## src/rtl/reg_file_sb_pkg.sv

```systemverilog
// Shared register-file definitions: pointer type, accumulator index, opcodes.
package reg_file_sb_pkg;

  localparam int unsigned kD   = 4;
  localparam int unsigned kW   = 8;
  localparam int unsigned kACC = 0;

  typedef logic [kD-1:0] reg_ptr_t;

  typedef enum logic [3:0] {
    OP_NOP    = 4'h0,
    OP_ADD_A  = 4'h1,
    OP_ADD_RS = 4'h2,
    OP_MOV_A  = 4'h3,
    OP_MOV_RS = 4'h4,
    OP_LD     = 4'h5,
    OP_ST     = 4'h6
  } opcode_t;

  // Decoder helper: ALU results of *_RS opcodes land in rs, the rest in ACC.
  function automatic logic op_writes_rs(opcode_t op);
    return (op == OP_ADD_RS) || (op == OP_MOV_RS);
  endfunction

endpackage

```

## src/rtl/reg_sb_scoreboard.sv

```systemverilog
// Purpose: per-register busy bits for outstanding loads plus sticky hazard flag.
// Latency: busy/err update at the rising edge after issue/return/write.
// Backpressure: none; consumers stall on the busy vector.
module reg_sb_scoreboard
  import reg_file_sb_pkg::*;
#(
  parameter int unsigned D = kD
) (
  input  logic               CLK,
  input  logic               reset_n,
  input  logic               clr,
  input  logic               issue,
  input  logic [D-1:0]       issue_addr,
  input  logic               ret_vld,
  input  logic [D-1:0]       ret_addr,
  input  logic               alu_vld,
  input  logic [D-1:0]       alu_addr,
  output logic [(1<<D)-1:0]  busy,
  output logic               err
);

  localparam int N = 1 << D;

  // cancel marks a load whose destination was overwritten by the ALU; its
  // eventual return is the WAW hazard. Registers freed by reset are not marked.
  logic [N-1:0] busy_nxt;
  logic [N-1:0] cancel;
  logic [N-1:0] cancel_nxt;
  logic         err_nxt;

  always_comb begin
    busy_nxt   = busy;
    cancel_nxt = cancel;
    err_nxt    = err;
    for (int i = 0; i < N; i++) begin
      if (issue && issue_addr == D'(i)) begin
        busy_nxt[i] = 1'b1;
      end else if ((ret_vld && ret_addr == D'(i)) || (alu_vld && alu_addr == D'(i))) begin
        busy_nxt[i] = 1'b0;
      end
      if (alu_vld && alu_addr == D'(i) && busy[i] && !(ret_vld && ret_addr == D'(i))) begin
        cancel_nxt[i] = 1'b1;
      end else if (ret_vld && ret_addr == D'(i)) begin
        cancel_nxt[i] = 1'b0;
      end
    end
    if (issue && busy[issue_addr] && !(ret_vld && ret_addr == issue_addr)) begin
      err_nxt = 1'b1;
    end
    if (ret_vld && !busy[ret_addr] && cancel[ret_addr]) begin
      err_nxt = 1'b1;
    end
    if (clr) begin
      busy_nxt   = '0;
      cancel_nxt = '0;
      err_nxt    = 1'b0;
    end
  end

  always_ff @(posedge CLK or negedge reset_n) begin
    if (!reset_n) begin
      busy   <= '0;
      cancel <= '0;
      err    <= 1'b0;
    end else begin
      busy   <= busy_nxt;
      cancel <= cancel_nxt;
      err    <= err_nxt;
    end
  end

endmodule

```

## src/rtl/reg_file_sb.sv

```systemverilog
// Purpose: scoreboarded register file, ALU + load-return write ports, optional bypass.
// Latency: writes visible next cycle (same cycle when FWD=1); reads combinational.
// Backpressure: none; core stalls on busy_a/busy_b.
module reg_file_sb
  import reg_file_sb_pkg::*;
#(
  parameter int unsigned W   = kW,
  parameter int unsigned D   = kD,
  parameter int unsigned ACC = kACC,
  parameter int unsigned FWD = 1
) (
  input  logic         CLK,
  input  logic         reset_n,
  input  logic         clr,
  input  logic [D-1:0] raddr_a,
  input  logic [D-1:0] raddr_b,
  output logic [W-1:0] data_out_a,
  output logic [W-1:0] data_out_b,
  output logic         busy_a,
  output logic         busy_b,
  input  logic         wr_en,
  input  logic         wr_to_rs,
  input  logic [D-1:0] wr_addr,
  input  logic [W-1:0] wr_data,
  input  logic         ld_issue,
  input  logic [D-1:0] ld_addr,
  input  logic         ld_ret_valid,
  input  logic [D-1:0] ld_ret_addr,
  input  logic [W-1:0] ld_ret_data,
  output logic         err
);

  localparam int N = 1 << D;
  localparam logic [D-1:0] ACC_PTR = ACC[D-1:0];

  logic [W-1:0] regs [N];
  logic [N-1:0] busy;
  logic [D-1:0] wa;

  assign wa = wr_to_rs ? wr_addr : ACC_PTR;

  reg_sb_scoreboard #(.D(D)) u_sb (
    .CLK        (CLK),
    .reset_n    (reset_n),
    .clr        (clr),
    .issue      (ld_issue),
    .issue_addr (ld_addr),
    .ret_vld    (ld_ret_valid),
    .ret_addr   (ld_ret_addr),
    .alu_vld    (wr_en),
    .alu_addr   (wa),
    .busy       (busy),
    .err        (err)
  );

  // ALU write is assigned last so it wins a same-address collision.
  always_ff @(posedge CLK or negedge reset_n) begin
    if (!reset_n) begin
      for (int i = 0; i < N; i++) regs[i] <= '0;
    end else if (clr) begin
      for (int i = 0; i < N; i++) regs[i] <= '0;
    end else begin
      if (ld_ret_valid) regs[ld_ret_addr] <= ld_ret_data;
      if (wr_en)        regs[wa]          <= wr_data;
    end
  end

  // Bypass is held off during reset so outputs read as zero while reset_n is low.
  always_comb begin
    data_out_a = regs[raddr_a];
    data_out_b = regs[raddr_b];
    busy_a     = busy[raddr_a];
    busy_b     = busy[raddr_b];
    if (FWD != 0 && reset_n) begin
      if (wr_en && wa == raddr_a) begin
        data_out_a = wr_data;
        busy_a     = 1'b0;
      end else if (ld_ret_valid && ld_ret_addr == raddr_a) begin
        data_out_a = ld_ret_data;
        busy_a     = 1'b0;
      end
      if (wr_en && wa == raddr_b) begin
        data_out_b = wr_data;
        busy_b     = 1'b0;
      end else if (ld_ret_valid && ld_ret_addr == raddr_b) begin
        data_out_b = ld_ret_data;
        busy_b     = 1'b0;
      end
    end
  end

endmodule

```

## config.mk

```make
export PLATFORM = sky130hd
export DESIGN_NAME = reg_file_sb
export DESIGN_NICKNAME = d
export VERILOG_FILES = /design/src/rtl/reg_file_sb_pkg.sv /design/src/rtl/reg_sb_scoreboard.sv /design/src/rtl/reg_file_sb.sv
export SDC_FILE = /design/constraint.sdc
export NUM_CORES = 1
export LEC_CHECK = 0
export BUFFER_PORTS_ARGS = -buffer_cell sky130_fd_sc_hd__buf_2
export CAP_MARGIN = 30
export CORE_ASPECT_RATIO = 0.8
export CORE_MARGIN = 2
export CORE_UTILIZATION = 45
export CTS_CLUSTER_SIZE = 20
export DETAILED_ROUTE_END_ITERATION = 8
export GPL_TIMING_DRIVEN = 0
export PLACE_DENSITY = 0.68
export SETUP_SLACK_MARGIN = 0.05
export SLEW_MARGIN = 10
export SYNTH_ARGS = -nofsm -noshare
export SYNTH_HDL_FRONTEND = slang
export SYNTH_SLANG_ARGS = --single-unit
```

## constraint.sdc

```tcl
create_clock -name CLK -period 5 [get_ports CLK]
set_input_delay 0.75 -clock CLK [delete_from_list [all_inputs] [get_ports CLK]]
set_output_delay 0.75 -clock CLK [all_outputs]
set_load 0.05 [all_outputs]
```

==> results of run 1 <==
-- metal layers --
layer	GRT usage	share of wire	vias up
met2	0.4534	0.43	714
li1	-	-	4242
met1	0.4534	0.42	5116
met3	0.1339	0.14	58
met5	0	0	-
met4	0.07683	0.016	0
-- sequential cells by signal, summed over array words and instances (netlist names) --
signal       flops
regs           128
u_sb.err         1
u_sb.busy       16
u_sb.cancel     16
-- layout by cell type (no fill, tap or decap), types with 3 or more instances in the layout --
master	count
a211oi_1	91
a21oi_1	19
a311oi_1	48
a31oi_1	12
a32oi_1	9
and2_1	3
and3_1	3
buf_1	6
buf_2	46
buf_6	4
clkbuf_1	82
clkbuf_16	17
clkbuf_8	15
clkinvlp_4	3
dfrtp_1	161
inv_1	15
inv_6	3
mux2_2	16
mux2i_1	88
mux4_1	17
mux4_2	77
nand2_1	95
nand2b_1	7
nand3_1	57
nand3b_1	7
nor2_1	151
nor2_2	6
nor2_4	3
nor2b_1	12
nor3_1	15
o21ai_0	10
or3_1	5
xnor2_1	5
xor2_1	10
-- power groups by stage --
stage	combinational, mW	clock (mW)	sequential (mW)
floorplan	0.330	0	1.37
global placement	0.494	0	1.38
detailed placement	0.503	0	1.38
CTS	0.505	1.38	1.36
global route	0.548	1.43	1.37
finish	0.519	1.39	1.36
-- worst reg2reg max path, delay by kind of cell, from the launching register on --
family,cells,cell delay (ns)
compound gates,4,0.89
flops,1,0.53
simple gates,2,0.27
-- final cells by class --
class                           count  area [um2]
Buffer                            121       653.1
Clock inverter                     10       122.6
Multi-Input combinational cell    795        6613
Clock buffer                       22       484.2
Tap cell                          318       397.9
Timing Repair Buffer               33       197.7
Sequential cell                   161        4029
Inverter                           15       56.30
Fill cell                        2161       12010
-- cells by family after synthesis --
family,Yosys count,share of synthesized area
buf+inv,136,0.06250
flops,161,0.3549
mux,198,0.2856
xor+xnor,15,0.01157
compound gates,207,0.1368
simple gates,375,0.1486
-- worst min-delay path by stage --
stage          slack [ns]  cells past startpoint             end
2_1_floorplan        0.45                      0         regs[0]
3_3_place_gp         0.53                      2  u_sb.cancel[5]
3_5_place_dp         0.55                      2  u_sb.cancel[7]
4_1_cts              0.33                      1    u_sb.busy[5]
5_1_grt              0.34                      1  u_sb.cancel[0]
6_report             0.29                      1  u_sb.cancel[1]
-- through the flow --
step / util / instance area [um2] / instances / worst slack, ns
2_1_floorplan: - / 11350 / 1092 / 1.211
3_3_place_gp: 0.4845 / 11900 / 1441 / -1.402
3_5_place_dp: 0.4863 / 11950 / 1443 / 0.9156
4_1_cts: 0.5110 / 12550 / 1475 / 0.9059
5_1_grt: 0.5110 / 12550 / 1475 / 0.7719
6_report: 0.5110 / 12550 / 1475 / 0.8252
==> metrics.csv, run 1 <==
stage,metric,value,unit
routing,DRC viols,0,
worst_setup_path,CP Depth,10,
finish,Antenna diodes,0,
yosys,Area contributors post-synth,"dfrtp_1 (35%), mux4_2 (15%), mux2i_1 (7.8%), a211oi_1 (6.0%), nor2_1 (5.0%)",
yosys,commonest cells in the netlist,"dfrtp_1 (161), nor2_1 (151), nand2_1 (95)",
worst_setup_path,CP endpoint,data_out_b[6],
worst_setup_path,"setup slack, reg-to-reg",3.17,ns
place,Port Buf Inserts,31,
global_route,gr ovfl total,0,
die,die area,26520,um2
routing,antenna-violating nets left,0,
yosys,Synth area leader,dfrtp_1,
yosys,sequential area share after synthesis,0.3549,
sta,WHS,0.2866,ns
run_status,outcome,"finished, final reports clean",
sta,Worst Clk Skew,0.006895,ns
routing,Vias/cell,6.868,
yosys,Synth Register Bits,161,
routing,via count,10130,
worst_setup_path,capture point of the worst reg-to-reg path,u_sb.err,
yosys,Cells after Synth,1092,
worst_setup_path,CP max FO,10,
global_route,initial antenna violation count,0,
yosys,post-synth net total,1135,
power_and_ir_drop,switch share,0.2968,
global_route,GRT Overall Usage,0.3194,
worst_setup_path,Reg2Reg Depth,6,
power_and_ir_drop,static leakage,4.833,nW
yosys,asr flop ratio synth,1.000,
power_and_ir_drop,power share of the clock group,0.424,
global_route,vias in the first global route,9841,
worst_setup_path,CP Cell Sequence,buf_2 > clkbuf_1 > nand3b_1 > nand3_1 > a2111oi_0 > buf_2 > o21ai_1 > buf_2 > o21ai_1 > buf_2,
die,Vert. Die Dim,146.1,um
worst_setup_path,most frequent CP cell,buf_2,
finish,Nets,1187,
sta,Max Fclk,239.5,MHz
power_and_ir_drop,Logic pwr share,0.159,
global_route,largest net degree at the start of global routing,84,
clock_network,worst skew pair latency,0.45,ns
sta,crit share post-route,0.8350,
power_and_ir_drop,internal power,2.298,mW
die,core area,24570,um2
sta,Worst-Margin Slew,0.9895,ns
worst_setup_path,WP data required,4.25,ns
power_and_ir_drop,sequential power share,0.417,
worst_setup_path,Startpoint Class,input pin,
worst_setup_path,WP buf/inv,5,
sta,RSZ-0062 raised after global routing,no,
worst_setup_path,crit path kind,input pin to primary output,
routing,DRT Pass-1 Iters,6,
place,GP Congestion,1.027,
sta,Fin Setup TNS,0,ns
worst_setup_path,Setup crit end kind,primary output,
power_and_ir_drop,PwrDens,260.4,nW/um2
place,hpwl dp,30980,um
yosys,synthesized cell area,11350,um2
die,starting density of the core,0.4620,
yosys,most frequent cell after synthesis,dfrtp_1,
clock_network,Max Root-Sink Buffers,2,
clock_network,CTS tree,built,
worst_setup_path,max incr delay on CP,0.46,ns
yosys,"Avg Cell Area, Syn",10.39,um2
clock_network,Root Buffer,clkbuf_16,
yosys,Post-synth EDFFs,0,
yosys,"Warnings, synthesis",0,
worst_setup_path,Worst path top cell family by delay,buffers and inverters,
sta,Final Hold Vio Count,0,
clock_network,# hold bufs at CTS,0,
yosys,post-synth top area share,0.3549,
clock_network,cts bufs inserted,17,
die,Die W,181.6,um
yosys,top_reg_cell synth,dfrtp_1,
sta,crit path time final,4.175,ns
clock_network,# Post-CTS Setup Buffers,0,
power_and_ir_drop,Pwr Total,3.268,mW
sta,relative slew slack,0.3389,
power_and_ir_drop,Psw,0.9700,mW
power_and_ir_drop,peak supply drop,0.0002527,V
worst_hold_path,Worst Hold Class,input pin to asynchronous set/reset pin,
flow_run,MaxCap Viol Count,0,
finish,area grow syn2layout,10.59,%
global_route,first-pass GRT wire length,62880,um
clock_network,Worst-path clk slew,0.06,ns
routing,Routed WL per cell,28.01,um
finish,share of cells above drive strength 1,0.1780,
clock_network,post-CTS sizing,0,
die,I/O pin count,62,
sta,"Setup violations, final",0,
clock_network,H-tree levels,4,
worst_setup_path,crit path launch,wr_addr[1],
worst_setup_path,Critical R2R Launch,u_sb.busy[0],
worst_setup_path,Worst Path Arrival,3.42,ns
routing,final WL,41320,um
yosys,"Distinct cells, synth",53,
worst_setup_path,crit path max-delay cell type,a2111oi_0,
routing,initial detailed-routing violation count,1350,
sta,final max-slew violation count,0,
clock_network,Sink Count,161,
die,cell row count,51,
Power figures use the tool's default switching activity.
==> run 2: changes to the inputs <==
--- a/config.mk
+++ b/config.mk
@@ -5,6 +5,7 @@
 export SDC_FILE = /design/constraint.sdc
 export NUM_CORES = 1
 export LEC_CHECK = 0
+export ABC_AREA = 1
 export BUFFER_PORTS_ARGS = -buffer_cell sky130_fd_sc_hd__buf_2
 export CAP_MARGIN = 30
 export CORE_ASPECT_RATIO = 0.8
@@ -13,7 +14,7 @@
 export CTS_CLUSTER_SIZE = 20
 export DETAILED_ROUTE_END_ITERATION = 8
 export GPL_TIMING_DRIVEN = 0
-export PLACE_DENSITY = 0.68
+export PLACE_DENSITY = 0.7
 export SETUP_SLACK_MARGIN = 0.05
 export SLEW_MARGIN = 10
 export SYNTH_ARGS = -nofsm -noshare
==> constraint.sdc (replaced) <==
create_clock -name CLK -period 3.66 [get_ports CLK]
set_input_delay 0.549 -clock CLK [delete_from_list [all_inputs] [get_ports CLK]]
set_output_delay 0.549 -clock CLK [all_outputs]
set_load 0.05 [all_outputs]
==> run 2 against run 1 <==
Synthesized cell count up 58%. Cell area up 4.2%. The flow now finishes with violations (negative setup slack). Clock skew up 0.0074 ns. Non-clock buffer count up 23. First-iteration DRC count up 64%. Critical path depth down 1. Routed wire length up 53%. Critical endpoint is now data_out_b[4]. Final cell count up 46%. Hold slack worse by 0.25 ns.
==> metrics.csv, run 2 <==
stage,metric,value,unit,change
run_status,outcome,"complete, but fails checks",,"was finished, final reports clean"
run_status,failing checks,negative setup slack,,
global_route,vias in the first global route,12700,,"was 9,841"
finish,# fillers,2612,,"was 2,161"
worst_hold_path,Worst Hold Class,input pin to asynchronous set/reset pin,,unchanged
yosys,Compound-Gate Fraction of Synth Area,0.2841,,was 0.1368
global_route,first-pass GRT wire length,89590,um,"was 62,880 um"
place,Port Buf Inserts,46,,was 31
die,starting density of the core,0.4608,,was 0.4620
routing,final WL,63110,um,"was 41,320 um"
place,Area after DPL,12460,um2,"was 11,950 um2"
sta,relative slew slack,0.1997,,was 0.3389
finish,Top reg by flops,regs,,unchanged
worst_setup_path,CP Cell Sequence,buf_2 > buf_2 > clkbuf_1 > a211oi_1 > o21ai_0 > nand3_1 > nand3_1 > nand2_1 > buf_2,,was buf_2 > clkbuf_1 > nand3b_1 > nand3_1 > a2111oi_0 > buf_2 > o21ai_1 > buf_2 > o21ai_1 > buf_2
yosys,"Distinct cells, synth",40,,was 53
finish,max reg flops,128,,unchanged
worst_setup_path,"setup slack, reg-to-reg",2.08,ns,was 3.17 ns
sta,Worst Clk Skew,0.01427,ns,was 0.006895 ns
routing,initial detailed-routing violation count,2219,,"was 1,350"
global_route,initial antenna violation count,0,,unchanged
routing,via count,13950,,"was 10,130"
die,core area,25440,um2,"was 24,570 um2"
finish,Top Registers,"regs: 128 flops, u_sb.busy: 16 flops, u_sb.cancel: 16 flops",,unchanged
sta,"Setup violations, final",1,,was 0
power_and_ir_drop,peak supply drop,0.0003272,V,was 0.0002527 V
power_and_ir_drop,static leakage,5.369,nW,was 4.833 nW
sta,RSZ-0062 raised after global routing,yes,,was no
place,GP Congestion,1.082,,was 1.027
worst_setup_path,Worst path top cell family by delay,buffers and inverters,,unchanged
yosys,"Avg Cell Area, Syn",6.799,um2,was 10.39 um2
sta,fin worst setup slack,-0.03018,ns,was 0.8252 ns
global_route,gr ovfl total,0,,unchanged
routing,antenna-violating nets left,0,,unchanged
finish,final instance area,13080,um2,"was 12,550 um2"
clock_network,Root Buffer,clkbuf_16,,unchanged
die,I/O pin count,62,,unchanged
sta,crit share post-route,1.008,,
yosys,top_reg_cell synth,dfrtp_1,,unchanged
clock_network,# hold bufs at CTS,0,,unchanged
die,Die W,184.4,um,was 181.6 um
yosys,commonest cells in the netlist,"nand2_1 (420), o21ai_0 (266), a21oi_1 (209)",,"was dfrtp_1 (161), nor2_1 (151), nand2_1 (95)"
finish,Nets,1836,,"was 1,187"
die,Vert. Die Dim,148.4,um,was 146.1 um
clock_network,worst skew pair latency,0.47,ns,was 0.45 ns
sta,crit path time final,3.690,ns,
worst_setup_path,Startpoint Class,input pin,,unchanged
yosys,post-synth net total,1767,,"was 1,135"
worst_setup_path,crit path max-delay cell type,clkbuf_1,,was a2111oi_0
yosys,Area contributors post-synth,"dfrtp_1 (34%), nand2_1 (13%), o21ai_0 (11%), a21oi_1 (8.9%), nand3_1 (5.7%)",,"was dfrtp_1 (35%), mux4_2 (15%), mux2i_1 (7.8%), a211oi_1 (6.0%), nor2_1 (5.0%)"
yosys,sequential area share after synthesis,0.3437,,was 0.3549
worst_setup_path,WP data required,3.11,ns,was 4.25 ns
die,die area,27360,um2,"was 26,520 um2"
power_and_ir_drop,Pwr Total,4.813,mW,was 3.268 mW
worst_setup_path,crit path kind,input pin to primary output,,unchanged
clock_network,Max Root-Sink Buffers,2,,unchanged
routing,DRT Pass-1 Iters,6,,unchanged
die,cell row count,52,,was 51
finish,post-layout util,0.5142,,was 0.5110
yosys,Cells after Synth,1724,,"was 1,092"
routing,DRC viols,0,,unchanged
clock_network,cts bufs inserted,17,,unchanged
sta,Final Hold Vio Count,0,,unchanged
worst_setup_path,CP max FO,10,,unchanged
flow_run,MaxCap Viol Count,0,,unchanged
clock_network,Worst-path clk slew,0.09,ns,was 0.06 ns
yosys,multiplexer area fraction after synthesis,0,,was 0.2856
power_and_ir_drop,PwrDens,368.0,nW/um2,was 260.4 nW/um2
worst_setup_path,max incr delay on CP,0.72,ns,was 0.46 ns
routing,Vias/cell,6.464,,was 6.868
finish,"commonest non-fill, non-tap cell in the layout",nand2_1,,was dfrtp_1
yosys,post-synth top area share,0.3437,,was 0.3549
worst_setup_path,Critical R2R Launch,u_sb.busy[15],,was u_sb.busy[0]
finish,area grow syn2layout,11.59,%,was 10.59%
yosys,Synth Register Bits,161,,unchanged
yosys,Adder-Cell Fraction of Synth Area,0,,unchanged
sta,Worst-Margin Slew,1.200,ns,was 0.9895 ns
yosys,Synth area leader,dfrtp_1,,unchanged
clock_network,CTS tree,built,,unchanged
worst_setup_path,capture point of the worst reg-to-reg path,u_sb.err,,unchanged
place,pre-CTS setup slack,0.1350,ns,was 0.9156 ns
finish,"leading cell types in the layout, fill and taps excluded","nand2_1 (420), o21ai_0 (266), a21oi_1 (209), dfrtp_1 (161), nand3_1 (133)",,"was dfrtp_1 (161), nor2_1 (151), nand2_1 (95), a211oi_1 (91), mux2i_1 (88)"
yosys,"Warnings, synthesis",0,,unchanged
sta,final max-slew violation count,0,,unchanged
global_route,GRT Overall Usage,0.4678,,was 0.3194
worst_setup_path,Reg2Reg Depth,7,,was 6
worst_setup_path,most frequent CP cell,buf_2,,unchanged
place,hpwl dp,47110,um,"was 30,980 um"
worst_setup_path,Worst Path Arrival,3.14,ns,was 3.42 ns
routing,Routed WL per cell,29.25,um,was 28.01 um
yosys,simple-gate share of the synthesized area,0.2653,,was 0.1486
yosys,largest family of logic cells by synthesized area,compound AO/OA/AOI/OAI gates,,was multiplexers
finish,share of cells above drive strength 1,0.1262,,was 0.1780
yosys,synthesized cell area,11720,um2,"was 11,350 um2"
yosys,Post-Synth XOR/XNOR Area,0.008219,,was 0.01157
clock_network,H-tree levels,4,,unchanged
worst_setup_path,Setup crit end kind,primary output,,unchanged
yosys,most frequent cell after synthesis,nand2_1,,was dfrtp_1
worst_setup_path,WP buf/inv,4,,was 5
global_route,largest net degree at the start of global routing,103,,was 84
yosys,Post-synth EDFFs,0,,unchanged
yosys,asr flop ratio synth,1.000,,unchanged
sta,Max Fclk,271.0,MHz,
clock_network,Sink Count,161,,unchanged
-- run 2: cell types whose count changed after synthesis, sizes merged, moves of 42 or more --
| cell | change |
|---|---|
| nor2 | -80 |
| mux4 | -94 |
| buf | +42 |
| nand2 | +339 |
| a311oi | -48 |
| inv | +105 |
| mux2i | -88 |
| o21ai | +279 |
| nand3 | +79 |
| a21oi | +192 |
| a211oi | -72 |
| o211ai | +49 |
-- run 2: worst max path at each step --
stage / start / to / slack [ns] / cells after the start
2_1_floorplan: wr_to_rs / busy_a / 0.99 / 9
3_3_place_gp: reset_n / data_out_b[7] / -1.63 / 6
3_5_place_dp: raddr_b[1] / data_out_b[4] / 0.13 / 9
6_report: raddr_b[0] / data_out_b[4] / -0.03 / 9
4_1_cts: raddr_b[1] / data_out_b[4] / 0.13 / 9
5_1_grt: raddr_b[0] / data_out_b[4] / 0.003 / 9
-- run 2: layout make-up --
cell class	count	area [um2]	area share
Timing Repair Buffer	50	309.0	0.02363
Antenna cell	1	2.502	0.0001913
Sequential cell	161	4029	0.3080
Clock inverter	14	165.2	0.01263
Inverter	131	494.2	0.03778
Buffer	127	666.9	0.05099
Tap cell	351	439.2	0.03358
Multi-Input combinational cell	1305	6535	0.4996
Clock buffer	18	439.2	0.03358
-- run 2: worst register-to-register path, cell delays in order, from the launching register on --
cell	delay, ns
dfrtp_1	0.50
o21ai_0	0.42
nand4_1	0.21
nand3_1	0.13
nand3_1	0.09
nand3_1	0.07
nand2_1	0.05
inv_1	0.08
-- run 2: report_power, final --
part | internal, mW | switching (mW)
clock | 0.935 | 0.941
sequential | 1.82 | 0.0508
combinational | 0.241 | 0.822
total | 3.00 | 1.81
-- run 2: routing by layer --
metal,vias up,global-route usage,wire (um)
met5,-,0.01818,35
met4,2,0.2188,3293
met3,208,0.1687,9606
met2,1107,0.6314,24620
met1,6600,0.6584,25560
li1,6032,-,-
-- run 2: kinds of logic after synthesis --
| group | Yosys count |
|---|---|
| flip-flops | 161 |
| AO/OA/AOI/OAI | 609 |
| XOR/XNOR | 11 |
| buffers and inverters | 258 |
| AND/OR/NAND/NOR | 685 |
-- run 2: per-stage QoR --
step	hold WS (ns)	cells	TNS, ns
floorplan	0.2534	1724	0
CTS	0.05942	2156	0
detailed placement	0.4813	2124	0
global placement	0.4750	2121	-148.35
finish	0.03407	2158	-0.03018
global route	0.07755	2157	0
-- run 2: timing repair --
item,in CTS,in global routing
gates resized for setup,0,7
setup buffers,0,0
endpoints found under the setup margin,0,5
